===== src/rtl/dmi_access_ctrl.sv =====
// dmi_access_ctrl: JTAG DTM DMI access register and DMI request/response handshake FSM
//
// Ports:
//   tck_i, trst_ni            clock and synchronous active-low reset
//   test_logic_reset_i        TAP in Test-Logic-Reset, same effect as reset
//   dmi_access_i              IR selects DMIACCESS; DR strobes are ignored otherwise
//   capture_dr_i/shift_dr_i/update_dr_i, dmi_tdi_i, dmi_tdo_o   DR scan path
//   dmi_reset_i               dtmcs.dmireset, clears the sticky error
//   dmi_error_o               sticky status for dtmcs.dmistat
//   dmi_req_*                 request channel to the DM (op 1 = read, 2 = write)
//   dmi_resp_*                response channel from the DM (resp 0 = ok)
//
// Build option: define DMI_RESP_TIMEOUT_EN to abandon a WAIT state after
// TimeoutCycles cycles without a response; otherwise the block waits forever.
module dmi_access_ctrl #(
   parameter int unsigned AddrWidth     = 7,
   parameter int unsigned TimeoutCycles = 255
) (
   input  logic                 tck_i,
   input  logic                 trst_ni,
   input  logic                 test_logic_reset_i,
   input  logic                 dmi_access_i,
   input  logic                 capture_dr_i,
   input  logic                 shift_dr_i,
   input  logic                 update_dr_i,
   input  logic                 dmi_reset_i,
   input  logic                 dmi_tdi_i,
   output logic                 dmi_tdo_o,
   output logic [1:0]           dmi_error_o,
   output logic                 dmi_req_valid_o,
   input  logic                 dmi_req_ready_i,
   output logic [AddrWidth-1:0] dmi_req_addr_o,
   output logic [31:0]          dmi_req_data_o,
   output logic [1:0]           dmi_req_op_o,
   input  logic                 dmi_resp_valid_i,
   output logic                 dmi_resp_ready_o,
   input  logic [31:0]          dmi_resp_data_i,
   input  logic [1:0]           dmi_resp_resp_i
);
   localparam int unsigned DrWidth = AddrWidth + 34;
   typedef enum logic [2:0] {IDLE, READ, WAIT_READ, WRITE, WAIT_WRITE} state_e;
   state_e state_q, state_d;
   logic [DrWidth-1:0] shift_q, shift_d;
   logic [AddrWidth-1:0] addr_q, addr_d;
   logic [31:0] wdata_q, wdata_d, rdata_q, rdata_d;
   logic [1:0] error_q, error_d;
   logic clear, capture, shift, update, busy, set_busy, set_fail, timeout;
   logic [AddrWidth-1:0] dr_addr;
   logic [31:0] dr_data;
   logic [1:0] dr_op;
   assign clear    = !trst_ni || test_logic_reset_i;
   assign capture  = dmi_access_i && capture_dr_i;
   assign shift    = dmi_access_i && shift_dr_i;
   assign update   = dmi_access_i && update_dr_i;
   assign busy     = state_q != IDLE;
   assign dr_addr  = shift_q[DrWidth-1 -: AddrWidth];
   assign dr_data  = shift_q[33:2];
   assign dr_op    = shift_q[1:0];
   // Any DR capture or update while a transaction is outstanding is a busy violation.
   assign set_busy = busy && (capture || update);
`ifdef DMI_RESP_TIMEOUT_EN
   localparam int unsigned CntWidth = $clog2(TimeoutCycles + 1);
   logic [CntWidth-1:0] cnt_q, cnt_d;
   // Counts consecutive WAIT cycles without a response; it is zero in every
   // non-WAIT state, so each WAIT entry starts from zero.
   assign timeout = dmi_resp_ready_o && !dmi_resp_valid_i && cnt_q == CntWidth'(TimeoutCycles - 1);
   always_comb cnt_d = (dmi_resp_ready_o && !dmi_resp_valid_i && !timeout) ? cnt_q + 1'b1 : '0;
   always_ff @(posedge tck_i) begin
      if (clear) cnt_q <= '0;
      else cnt_q <= cnt_d;
   end
`else
   assign timeout = 1'b0;
`endif
   always_comb begin
      state_d  = state_q;
      shift_d  = shift_q;
      addr_d   = addr_q;
      wdata_d  = wdata_q;
      rdata_d  = rdata_q;
      set_fail = 1'b0;
      if (capture) shift_d = {addr_q, rdata_q, busy ? 2'd3 : error_q};
      else if (shift) shift_d = {dmi_tdi_i, shift_q[DrWidth-1:1]};
      case (state_q)
         IDLE: begin
            if (update && error_q == 2'd0 && (dr_op == 2'd1 || dr_op == 2'd2)) begin
               addr_d  = dr_addr;
               wdata_d = dr_data;
               state_d = dr_op == 2'd1 ? READ : WRITE;
            end
         end
         READ:  state_d = dmi_req_ready_i ? WAIT_READ : READ;
         WRITE: state_d = dmi_req_ready_i ? WAIT_WRITE : WRITE;
         WAIT_READ, WAIT_WRITE: begin
            if (dmi_resp_valid_i) begin
               state_d  = IDLE;
               rdata_d  = state_q == WAIT_READ ? dmi_resp_data_i : rdata_q;
               set_fail = dmi_resp_resp_i != 2'd0;
            end else if (timeout) begin
               state_d  = IDLE;
               set_fail = 1'b1;
            end
         end
         default: state_d = IDLE;
      endcase
      // Clear beats any set; otherwise a nonzero error is sticky.
      error_d = dmi_reset_i ? 2'd0 :
                error_q != 2'd0 ? error_q :
                set_busy ? 2'd3 :
                set_fail ? 2'd2 : 2'd0;
   end
   always_ff @(posedge tck_i) begin
      if (clear) begin
         state_q <= IDLE;
         shift_q <= '0;
         addr_q  <= '0;
         wdata_q <= '0;
         rdata_q <= '0;
         error_q <= '0;
      end else begin
         state_q <= state_d;
         shift_q <= shift_d;
         addr_q  <= addr_d;
         wdata_q <= wdata_d;
         rdata_q <= rdata_d;
         error_q <= error_d;
      end
   end
   assign dmi_tdo_o        = shift_q[0];
   assign dmi_error_o      = error_q;
   assign dmi_req_valid_o  = state_q == READ || state_q == WRITE;
   assign dmi_resp_ready_o = state_q == WAIT_READ || state_q == WAIT_WRITE;
   assign dmi_req_addr_o   = addr_q;
   assign dmi_req_data_o   = wdata_q;
   assign dmi_req_op_o     = state_q == READ ? 2'd1 : state_q == WRITE ? 2'd2 : 2'd0;
endmodule


===== config.mk =====
export PLATFORM = sky130hd
export DESIGN_NAME = dmi_access_ctrl
export DESIGN_NICKNAME = d
export VERILOG_FILES = /design/src/rtl/dmi_access_ctrl.sv
export SDC_FILE = /design/constraint.sdc
export NUM_CORES = 1
export LEC_CHECK = 0
export BUFFER_PORTS_ARGS = -buffer_cell sky130_fd_sc_hd__buf_2
export CORE_MARGIN = 4
export CORE_UTILIZATION = 49
export DETAILED_ROUTE_END_ITERATION = 10
export GPL_ROUTABILITY_DRIVEN = 1
export PLACE_DENSITY = 0.81
export SYNTH_ARGS = -nofsm -noshare
export SYNTH_HDL_FRONTEND = slang
export SYNTH_SLANG_ARGS = --single-unit

===== constraint.sdc =====
create_clock -name tck_i -period 1.7 [get_ports tck_i]
set_clock_uncertainty 0.1 [all_clocks]
set_input_delay 0.17 -clock tck_i [delete_from_list [all_inputs] [get_ports tck_i]]
set_output_delay 0.17 -clock tck_i [all_outputs]
set_load 0.01 [all_outputs]

== Word-level counts from Yosys, hierarchy flattened ==
Cells that the tools add are included.

* Muxes and demuxes: 15
* Reductions and logical operators: 23
* Eq/ne operators: 8

{| class="wikitable"
|+ Operators with widths
! kind !! count
|-
| $mux W41 || 2
|-
| $mux W2 || 7
|-
| $pmux W3 S4 || 1
|-
| $mux W3 || 3
|-
| $eq A3 B2 Y1 const B || 2
|-
| $logic_and A1 B1 Y1 || 6
|-
| $reduce_bool A2 Y1 || 3
|-
| $logic_or A1 B1 Y1 || 5
|-
| $ne A2 B2 Y1 const B || 2
|-
| $reduce_and A2 Y1 || 2
|-
| $reduce_or A2 Y1 || 2
|-
| $eq A3 B1 Y1 const B || 1
|-
| $eq A3 B3 Y1 const B || 1
|-
| $logic_not A3 Y1 || 1
|-
| $reduce_and A3 Y1 || 1
|-
| $reduce_bool A3 Y1 || 1
|-
| $eq A2 B1 Y1 const B || 1
|-
| $eq A2 B2 Y1 const B || 1
|-
| $logic_not A2 Y1 || 1
|-
| $mux W1 || 2
|-
| $logic_not A1 Y1 || 1
|}

* Flip-flop bits (word level): 117
* Output and inout bits: 46
* Input bits: 45

== Logic depth before layout (Yosys ltp) ==
Gate-level depths: netlist of the first run.

* Depth after elaboration: 5
* Gate-level depth with buffers: 8
* Gate-level depth less buffers: 6

== Worst setup path before layout of the first run ==
No wires, ideal clock.

* Path type: register to register
* From: register shift_q[0]
* To: register addr_q[0], in the netlist dmi_req_addr_o[0]
* Arrival: 1572 ps
* Stages on the path, launching flop included: 8
* Setup slack: -105 ps
* Setup time: 132 ps
* Period minus slack after synthesis: 1805 ps
* Path buffers: 2
* Path through: dfxtp_1 ha_1 nand4bb_1 or3_4 buf_6 buf_6 nand2_1 a21oi_1

* Longest elaborated chain between the ends: 4
* Elaborated cells on any way between the ends: 5

{| class="wikitable"
|+ Ends and longest elaborated chain
! item !! RTL line !! RTL
|-
| from (decl) || 43 || <nowiki>logic [DrWidth-1:0] shift_q, shift_d;</nowiki>
|-
| from (signal assigned) || 122 || <nowiki>shift_q <= shift_d;</nowiki>
|-
| $eq A2 B1 Y1 / $eq A2 B2 Y1 (equally long branches) || 86 || <nowiki>if (update && error_q == 2'd0 && (dr_op == 2'd1 || dr_op == 2'd2)) begin</nowiki>
|-
| $logic_or A1 B1 Y1 (*) || 86 ||
|-
| $logic_and A1 B1 Y1 (*) || 86 ||
|-
| $reduce_and A2 Y1 (no line) (*) || - ||
|-
| to (signal assigned) || 123 || <nowiki>addr_q <= addr_d;</nowiki>
|-
| to (decl) || 44 || <nowiki>logic [AddrWidth-1:0] addr_q, addr_d;</nowiki>
|}

Mark *: on every way between the ends. The rest lies on a longest branch, timed or not.
A chain may end at the register's enable or synchronous reset.

== Worst setup path in the final report of the first run ==
* From: register shift_q[1]
* To: register wdata_q[20], in the netlist dmi_req_data_o[20]

* Longest elaborated chain between the ends: 4
* Elaborated cells on any way between the ends: 5

{| class="wikitable"
|+ Ends and longest elaborated chain
! item !! RTL line !! RTL
|-
| $eq A2 B1 Y1 / $eq A2 B2 Y1 (equally long branches) || 86 ||
|-
| $logic_or A1 B1 Y1 (*) || 86 ||
|-
| $logic_and A1 B1 Y1 (*) || 86 ||
|-
| $reduce_and A2 Y1 (no line) (*) || - ||
|-
| to (signal assigned) || 124 || <nowiki>wdata_q <= wdata_d;</nowiki>
|-
| to (decl) || 45 || <nowiki>logic [31:0] wdata_q, wdata_d, rdata_q, rdata_d;</nowiki>
|}

Marked as above.

==> run metrics, run 1 <==
Total Routing Usage GR=0.272; first-pass GRT wire length=24.2 mm; Clk Latency, worst-skew pair=520 ps; area grow syn2layout=42.3%; DRC violations left=0; # rows=35; reg2reg end=dmi_req_data_o[20]; Hold Path Depth=4; Max Clk Rate=541 MHz; Post-synth EDFFs=0; global route overflow=0; worst r2r src=shift_q[1]; diodes inserted=0; DIE WIDTH=105 microns; Initial Util=0.504; Worst Hold Class=input port to flop; syn_nets=671; Vias=roughly 5100; WL/cell=17.4 microns; Nets=801; RSZ-0062 raised after global routing=true; DRT antenna net count=0; vias in the first global route=4967; fill count=roughly 620; kind of critical path=flop to flop; failing checks=negative setup slack; H-tree Lvls=4; CP Data Required Time=between 2000 and 2500 ps; fraction of registers with async set/reset=0; CTS tree=yes; post-route minimum period=1850 ps; clk slew on worst S/H paths=60 ps; VDD IR max=0.000643 V; final wirelength=between 15 and 20 mm; Synth area leaders=dfxtp_1 (50%), nand2_1 (15%), a21oi_1 (12%), o21ai_0 (8.5%), nor2_1 (3.4%); WHS Endpoint=state_q[0]; Netlist cell types=33; largest net degree at the start of global routing=75; Yosys reg bits=approximately 120; max_slew headroom=0.705; critical path arrival=2190 ps; Max Transition Viols Final=0; synth cell count leaders=nand2_1 (183), dfxtp_1 (117), a21oi_1 (115), o21ai_0 (79), nor2_1 (42); vias per cell=5.75; Synth top area share=0.503; cts bufs inserted=17; synthesized cell area=0.00466 sq mm; die boundary height=105 microns; Max Cap Violations=0; dominant synthesized flop cell=dfxtp_1; most frequent cell after synthesis=nand2_1; layout cells sized above 1=0.238; Avg Cell Area, Syn=~7.5 sq um; DP HPWL=around 7.6 mm; final setup vio count=39; Worst-Margin Slew=around 440 ps; critical path launch point type=flop; Syn. warnings=0; Cell Pwr Density=1090 mW/mm^2; final hold viol count=0; Seq/Total Area, Yosys=0.503; IO Pins=91; Post-Syn Instances=625; dpl ws=-156 ps; hold wc startpoint=test_logic_reset_i; Pleak=2.65 nW; setup TNS=-3540 ps; final cell count without fillers=~900; Worst R2R Setup Slack=-150 ps; clock root buffer=clkbuf_8; Setup crit end kind=flop; final period utilization=1.09; CP Max Fanout=10; routability cong.=0.801; R2R depth=9; CTS Buffer Depth=2; Die ar.=0.0111 sq mm; DR iter-0 viols=503; area of the core=0.00924 sq mm; run status=finished with violations; # port buffers=90; 1st-pass router iterations=6; initial antenna violation count=0; TritonCTS Sinks=117; cell taking the most area after synthesis=dfxtp_1; Setup WS post-layout=-150 ps; placed insts=around 810
repair_timing:
action,CTS,global route
setup endpoints to repair,42,64
endpoints found under the hold margin,38,0
setup buffers,7,1
pin swaps,7,5
resized for setup,17,17
hold buffers,37,0
cloned,5,2
metrics by stage:
stage / utilization / total power (W) / instance area (sq um) / hold WS (ps)
after floorplan: - / 0.00310 / 4680 / 149
after global placement: 0.570 / 0.00322 / 5260 / 253
after detailed placement: 0.570 / 0.00324 / 5260 / 259
after CTS: 0.705 / 0.00718 / 6510 / 7.92
after global routing: 0.717 / 0.00739 / 6630 / 48.6
final: 0.717 / 0.00723 / 6630 / 32.1
critical path, cell delays in order (launching register included):
cell and delay (ps):
dfxtp_2 340, inv_2 50, ha_4 200, nand4bb_4 210
buf_6 140, nor3_4 160, buf_4 160, buf_12 130
nand2_1 90, a21oi_2 190
cell usage in the layout, fill, tap and decap left out, types with 2 or more instances in the layout:
cell type / instances
nor2b_2: 2
clkbuf_8: 5
buf_12: 5
o21ai_0: 79
nand2_2: 3
mux2i_1: 2
o31ai_1: 3
nand2_4: 3
inv_1: 2
buf_6: 5
nor3_1: 6
dfxtp_1: 114
nor2b_4: 2
dlygate4sd3_1: 37
nand2_1: 177
dfxtp_2: 3
nor2_1: 42
buf_2: 90
buf_4: 19
buf_16: 3
clkbuf_16: 18
a21oi_1: 111
bufinv_16: 5
a21oi_2: 4
or3_4: 4
cell type report:
cell class              instances  area [sq um]  share of cell area
flip-flops and latches        117          2350               0.354
multi-input cells             455          2210               0.334
repair buffers                161          1250               0.189
clock buffers                  22           473              0.0714
clock inverters                 8           171              0.0259
well taps                     129           161              0.0244
inverters                       3          11.3             0.00170
kinds of logic after synthesis:
| kind of cell | share of synthesized area |
|---|---|
| XOR/XNOR | 0.00376 |
| flip-flops | 0.503 |
| buffers and inverters | 0.0519 |
| adder cells (fa/ha/maj) | 0.00269 |
| multiplexers | 0.00430 |
| AND/OR/NAND/NOR | 0.213 |
| AO/OA/AOI/OAI | 0.221 |
flip-flops by register name, summed over array words and instances (netlist names):
signal,flops
rdata_q,32
state_q,3
dmi_req_data_o,32
dmi_req_addr_o,7
dmi_error_o,2
shift_q,41
worst max path at each step:
| stage | to | slack, ps | start |
|---|---|---|---|
| 2_1_floorplan | dmi_req_addr_o[0] | -90 | shift_q[0] |
| 5_1_grt | dmi_req_data_o[20] | -240 | shift_q[1] |
| 4_1_cts | dmi_req_data_o[0] | -90 | shift_q[1] |
| 3_5_place_dp | dmi_req_data_o[13] | -160 | shift_q[1] |
| 6_report | dmi_req_data_o[20] | -150 | shift_q[1] |
| 3_3_place_gp | dmi_req_addr_o[0] | -100 | shift_q[1] |
routing by layer:
layer / vias up / GRT usage / part of all wire
li1: 2345 / - / -
met3: 92 / 0.0876 / 0.10
met4: 0 / 0.140 / 0.049
met5: - / 0 / 0
met2: 345 / 0.454 / 0.49
met1: 2362 / 0.310 / 0.36
power breakdown:
group / internal (W) / total, W / switching (W)
registers: 0.00278 / 0.00282 / 0.0000350
clock network: 0.00267 / 0.00392 / 0.00125
logic: 0.000211 / 0.000492 / 0.000282
(Power assumes the default switching activity.)
==> inputs of run 2 (changes only) <==
--- a/config.mk
+++ b/config.mk
@@ -10,7 +10,10 @@
 export CORE_UTILIZATION = 49
 export DETAILED_ROUTE_END_ITERATION = 10
 export GPL_ROUTABILITY_DRIVEN = 1
+export MAX_ROUTING_LAYER = met4
 export PLACE_DENSITY = 0.81
+export RECOVER_POWER = 50
 export SYNTH_ARGS = -nofsm -noshare
 export SYNTH_HDL_FRONTEND = slang
 export SYNTH_SLANG_ARGS = --single-unit
+export TNS_END_PERCENT = 50
==> run 2 against run 1 <==
The run still ends with negative setup slack left. Maximum frequency shrank 1.4%. Total power shrank 0.63%. Utilization shrank 1.9 points. Critical path depth is the same. Global-route usage grew 0.41 points. Critical path type unchanged. Largest cell class unchanged. Largest power group unchanged.
==> run metrics, run 2 (synthesis results as in run 1) <==
run status=finished with violations (unchanged); failing checks=negative setup slack (unchanged); clk slew on worst S/H paths=60 ps (about the same); CP Max Fanout=10 (unchanged); Setup crit end kind=flop (unchanged); # port buffers=90 (unchanged); worst r2r src=shift_q[1] (unchanged); hold wc startpoint=shift_dr_i (was test_logic_reset_i); DP HPWL=7.64 mm (unchanged); Hold Path Depth=4 (unchanged); Vias=5016 (was 5144); # rows=35 (unchanged); Pleak=2.41 nW (was 2.65 nW); CTS Buffer Depth=2 (unchanged); Nets=795 (was 801); Die ar.=0.0111 sq mm (unchanged); largest net degree at the start of global routing=75 (unchanged); R2R depth=9 (unchanged); WL/cell=16.7 microns (was 17.4 microns); 1st-pass router iterations=5 (was 6); WHS Endpoint=shift_q[9] (was state_q[0]); CP Data Required Time=2030 ps (was 2040 ps); DRT antenna net count=0 (unchanged); GRT met2 Usage=0.446 (was 0.454); final hold viol count=0 (unchanged); first-pass GRT wire length=24.0 mm (was 24.2 mm); critical path arrival=2210 ps (was 2190 ps); most frequent cells in the layout=nand2_1 (180), dfxtp_1 (114), a21oi_1 (111) (was nand2_1 (177), dfxtp_1 (114), a21oi_1 (111)); Total Routing Usage GR=0.276 (was 0.272); initial antenna violation count=1 (was 0); global route overflow=0 (unchanged); setup TNS=-4270 ps (was -3540 ps); reg2reg end=dmi_req_data_o[20] (unchanged); Worst-Margin Slew=780 ps (was 442 ps); kind of critical path=flop to flop (unchanged); final wirelength=14.8 mm (was 15.6 mm); Max Clk Rate=533 MHz (was 541 MHz); post-route design area=0.00645 sq mm (was 0.00663 sq mm); DIE WIDTH=105 microns (unchanged); Max Transition Viols Final=0 (unchanged); final setup vio count=49 (was 39); TritonCTS Sinks=117 (unchanged); vias per cell=5.64 (was 5.75); die boundary height=105 microns (unchanged); RSZ-0062 raised after global routing=true (unchanged); post-route minimum period=1880 ps (was 1850 ps); commonest non-fill, non-tap cell in the layout=nand2_1 (unchanged); routability cong.=0.812 (was 0.801); GR Layer Usage met3=0.0753 (was 0.0876); DRC violations left=0 (unchanged); Max Cap Violations=0 (unchanged); busiest layer in global routing=met2 (unchanged); Initial Util=0.504 (unchanged); cts bufs inserted=17 (unchanged); layout cells sized above 1=0.174 (was 0.238); number of flip-flops under the largest register name=41 (unchanged); CTS tree=yes (unchanged); critical path launch point type=flop (unchanged); area of the core=0.00924 sq mm (unchanged); IO Pins=91 (unchanged); VDD IR max=0.000637 V (was 0.000643 V); DR iter-0 viols=482 (was 503); area grow syn2layout=38.4% (was 42.3%); met1 usage=0.310 (about the same); Worst R2R Setup Slack=-180 ps (was -150 ps); clock root buffer=clkbuf_8 (unchanged); max_slew headroom=0.480 (was 0.705); Clk Latency, worst-skew pair=520 ps (about the same); Pwr Total=0.00718 W (was 0.00723 W); Top reg by flops=shift_q (unchanged); Setup WS post-layout=-176 ps (was -150 ps); final period utilization=1.10 (was 1.09); Worst Hold Class=input port to flop (unchanged); vias in the first global route=4940 (was 4967); Cell Pwr Density=1110 mW/mm^2 (was 1090 mW/mm^2); H-tree Lvls=4 (unchanged); Placed Instance Area=0.00526 sq mm (unchanged); Hold Worst Slack=80.3 ps (was 32.1 ps)
==> run 2: cell types whose count changed in the layout (fill, tap and decap cells not counted), moves of 2 or more <==
cell       delta
clkbuf_1     +39
nand2_1       +3
buf_2        -39
nand2_2       -2
clkbuf_16     -2
==> run 2: area by class of cell <==
cell class / count / area, sq um
fill: 671 / 2790
sequential: 117 / 2350
multi-input combinational: 454 / 2190
timing repair buffer: 156 / 1090
clock buffer: 22 / 473
clock inverter: 8 / 171
tap: 129 / 161
inverter: 3 / 11.3
antenna: 1 / 2.50
==> run 2: layer usage <==
metal	share of wire	wire length (microns)
met1	0.38	5580
met2	0.50	7380
met4	0.040	596
met5	0	0
met3	0.087	1300
==> run 2: per-stage QoR <==
stage / setup slack (ps) / instances / utilization
floorplan: -86.8 / 625 / -
global placement: -96.6 / 813 / 0.570
detailed placement: -156 / 813 / 0.570
CTS: -93.6 / 889 / 0.701
global route: -232 / 890 / 0.698
finish: -176 / 890 / 0.698
==> run 2: where the power goes <==
| part | switching, W | total [W] | internal, W |
|---|---|---|---|
| Clock | 0.00122 | 0.00389 | 0.00267 |
| Sequential | 0.0000331 | 0.00282 | 0.00278 |
| Combinational | 0.000276 | 0.000479 | 0.000203 |
==> run 2: worst max path at each step <==
stage	start	endpoint	slack (ps)	cells after the start
6_report	shift_q[1]	dmi_req_data_o[20]	-180	9
3_3_place_gp	shift_q[1]	dmi_req_addr_o[0]	-100	6
5_1_grt	shift_q[1]	dmi_req_data_o[28]	-230	9
3_5_place_dp	shift_q[1]	dmi_req_data_o[13]	-160	6
2_1_floorplan	shift_q[0]	dmi_req_addr_o[0]	-90	7
4_1_cts	shift_q[1]	dmi_req_addr_o[5]	-90	7
==> run 2: repair_timing <==
item                                    4_1_cts  5_1_grt
hold buffers                                 37        0
endpoints found under the setup margin       42       44
gates resized for setup                      16       10
cloned                                        4        0
hold endpoints to repair                     38        0
pin swaps                                    12        1
buffers inserted                              5        1
==> run 2: critical path: stages, from the launching register on <==
cell and delay, ps:
dfxtp_2 340, inv_2 50, ha_4 200, nand4bb_4 210, buf_6 150, nor3_4 180
buf_4 160, buf_12 130, nand2_1 90, a21oi_2 190
==> inputs of run 3 (changes only) <==
--- a/config.mk
+++ b/config.mk
@@ -6,12 +6,14 @@
 export NUM_CORES = 1
 export LEC_CHECK = 0
 export BUFFER_PORTS_ARGS = -buffer_cell sky130_fd_sc_hd__buf_2
+export CELL_PAD_IN_SITES_DETAIL_PLACEMENT = 0
+export CELL_PAD_IN_SITES_GLOBAL_PLACEMENT = 2
 export CORE_MARGIN = 4
-export CORE_UTILIZATION = 49
+export CORE_UTILIZATION = 28
 export DETAILED_ROUTE_END_ITERATION = 10
 export GPL_ROUTABILITY_DRIVEN = 1
 export MAX_ROUTING_LAYER = met4
-export PLACE_DENSITY = 0.81
+export PLACE_DENSITY = 0.82
 export RECOVER_POWER = 50
 export SYNTH_ARGS = -nofsm -noshare
 export SYNTH_HDL_FRONTEND = slang
==> run 3 against run 2 <==
The flow still finishes with violations (negative setup slack). Worst setup slack improved by 82 ps. Global-route usage fell by 11 points. Hold slack got worse by 58 ps. Clock power barely moved. Sequential share of layout area fell by 1.5 points. Critical path depth fell by 4. Largest cell class unchanged. Largest power group unchanged. Highest routed layer unchanged.
==> run metrics, run 3 (synthesis results as in run 1) <==
failing checks=negative setup slack (unchanged); Cell Pwr Density=1070 mW/mm^2 (was 1110 mW/mm^2); most frequent cells in the layout=nand2_1 (149), dfxtp_1 (115), a21oi_1 (103) (was nand2_1 (180), dfxtp_1 (114), a21oi_1 (111)); Crit-path slowest cell=or3_4 (was dfxtp_2); clock root buffer=clkbuf_16 (was clkbuf_8); DIE WIDTH=137 microns (was 105 microns); CTS Buffer Depth=2 (unchanged); Clk Latency, worst-skew pair=410 ps (was 520 ps); H-tree Lvls=4 (unchanged); commonest non-fill, non-tap cell in the layout=nand2_1 (unchanged); Worst R2R Setup Slack=-90 ps (was -180 ps); slowest stage delay, CP=500 ps (was 340 ps); Setup WS post-layout=-93.6 ps (was -176 ps); final core utilization=0.417 (was 0.698); die boundary height=137 microns (was 105 microns); DR iter-0 viols=285 (was 482); Hold Path Depth=3 (was 4); Total Routing Usage GR=0.165 (was 0.276); Max Transition Viols Final=0 (unchanged); global route overflow=0 (unchanged); Crit path max-delay family=simple AND/OR/NAND/NOR gates (was buffers and inverters); max_slew headroom=0.633 (was 0.480); DRC violations left=0 (unchanged); Top reg by flops=shift_q (unchanged); 1st-pass router iterations=4 (was 5); final wirelength=14.6 mm (was 14.8 mm); vias per cell=4.70 (was 5.64); Setup crit end kind=flop (unchanged); Switching Power=0.00150 W (was 0.00153 W); Placed Instance Area=0.00543 sq mm (was 0.00526 sq mm); number of flip-flops under the largest register name=41 (unchanged); DRT antenna net count=0 (unchanged); Buf/Inv on CP=1 (was 4); clock group share of total power=0.543 (was 0.541); routability cong.=0.772 (was 0.812); DP HPWL=8.70 mm (was 7.64 mm); kind of critical path=flop to flop (unchanged); largest net degree at the start of global routing=75 (unchanged); Worst-Margin Slew=550 ps (was 780 ps); first-pass GRT wire length=23.5 mm (was 24.0 mm); fill count=1673 (was 671); Nets=797 (was 795); reg2reg end=dmi_req_addr_o[5] (was dmi_req_data_o[20]); Internal=0.00570 W (was 0.00566 W); CTS tree=yes (unchanged); critical path launch point type=flop (unchanged); area grow syn2layout=44.3% (was 38.4%); worst setup path start=state_q[0] (was shift_q[1]); Sequential Power Share=0.391 (was 0.392); CP Data Required Time=1870 ps (was 2030 ps); Initial Util=0.289 (was 0.504); R2R depth=5 (was 9); TritonCTS Sinks=117 (unchanged); CP Max Fanout=6 (was 10); WL/cell=14.9 microns (was 16.7 microns); vias in the first global route=4718 (was 4940); cts bufs inserted=17 (unchanged); area of the core=0.0161 sq mm (was 0.00924 sq mm); Net Sw Frac=0.208 (was 0.213); post-route design area=0.00672 sq mm (was 0.00645 sq mm); Pleak=2.50 nW (was 2.41 nW); Setup crit end=dmi_req_addr_o[5] (was dmi_req_data_o[20]); # port buffers=90 (unchanged); final period utilization=1.06 (was 1.10); crit-path cells=or3_4, or3_4, clkbuf_16, nand2_1, a21oi_1 (was inv_2, ha_4, nand4bb_4, buf_6, nor3_4, buf_4, buf_12, nand2_1, a21oi_2); initial antenna violation count=0 (was 1); RSZ-0062 raised after global routing=true (unchanged); Max Cap Violations=0 (unchanged); final hold viol count=0 (unchanged); post-route minimum period=1790 ps (was 1880 ps); layout cells sized above 1=0.241 (was 0.174); IO Pins=91 (unchanged); # rows=46 (was 35); final setup vio count=39 (was 49); Die ar.=0.0188 sq mm (was 0.0111 sq mm); VDD IR max=0.000783 V (was 0.000637 V); critical path arrival=1970 ps (was 2210 ps); critical path depth in cells=5 (was 9); worst r2r src=state_q[0] (was shift_q[1]); Max Clk Rate=558 MHz (was 533 MHz); Worst Hold Class=input port to flop (unchanged); run status=finished with violations (unchanged); clk slew on worst S/H paths=50 ps (was 60 ps); Vias=4609 (was 5016); most frequent CP cell=or3_4; Logic pwr share=0.066 (was 0.067); diodes inserted=0 (was 1)
## run 3: cell count changes in the layout (fill, tap and decap cells not counted), sizes merged
| cell | delta |
|---|---|
| buf | +14 |
| dlygate4sd3 | -3 |
| clkinv | +1 |
| clkbuf | -7 |
| or3 | -1 |
| diode | -1 |
## run 3: routing by layer
metal | global-route usage | vias up | wire (microns)
met5 | - | - | 0
met4 | 0.0554 | 0 | 165
met3 | 0.0445 | 14 | 851
met2 | 0.263 | 116 | 6910
met1 | 0.201 | 2140 | 6700
li1 | - | 2339 | -
## run 3: power by group through the flow
stage / Sequential [W] / Combinational (W) / Clock (W)
4_1_cts: 0.00281 / 0.000469 / 0.00399
3_5_place_dp: 0.00287 / 0.000390 / 0
3_3_place_gp: 0.00287 / 0.000383 / 0
5_1_grt: 0.00282 / 0.000534 / 0.00412
6_report: 0.00282 / 0.000477 / 0.00391
2_1_floorplan: 0.00286 / 0.000234 / 0
## run 3: metrics by stage
stage	TNS [ps]	hold WS (ps)	worst slack [ps]	total power, W	std cells
after global routing	-4810	17.0	-147	0.00747	980
after global placement	-1810	257	-71.1	0.00325	903
after CTS	-2350	16.0	-78.7	0.00727	976
after detailed placement	-2780	257	-102	0.00326	903
after floorplan	-944	149	-86.8	0.00310	625
final	-2580	22.4	-93.6	0.00720	980
## run 3: cell type report
class	count	area, sq um	share of cell area
Clock buffer	23	478	0.0711
Clock inverter	9	173	0.0257
Inverter	3	11.3	0.00168
Multi-Input combinational cell	453	2260	0.336
Sequential cell	117	2340	0.349
Tap cell	216	270	0.0402
Timing Repair Buffer	159	1180	0.176
## run 3: worst min path at each step
stage,from,to,slack (ps)
global placement,dmi_reset_i,dmi_error_o[1],260
finish,dmi_tdi_i,shift_q[40],20
detailed placement,dmi_reset_i,dmi_error_o[1],260
CTS,dmi_tdi_i,shift_q[40],20
global route,dmi_tdi_i,shift_q[40],20
floorplan,dmi_reset_i,dmi_error_o[0],150
## run 3: what timing repair did
action                     CTS  global route
hold buffers                34             0
hold endpoints to repair    36             0
gates cloned                 3             3
resized for setup            9            59
buffers inserted             4             4
setup endpoints to repair   39            41
pin swaps                    3             8
## run 3: worst register-to-register path, stage by stage (launching register included)
cell and delay, ps:
dfxtp_1 320, or3_4 400, or3_4 510, clkbuf_16 210
nand2_1 60, a21oi_1 60
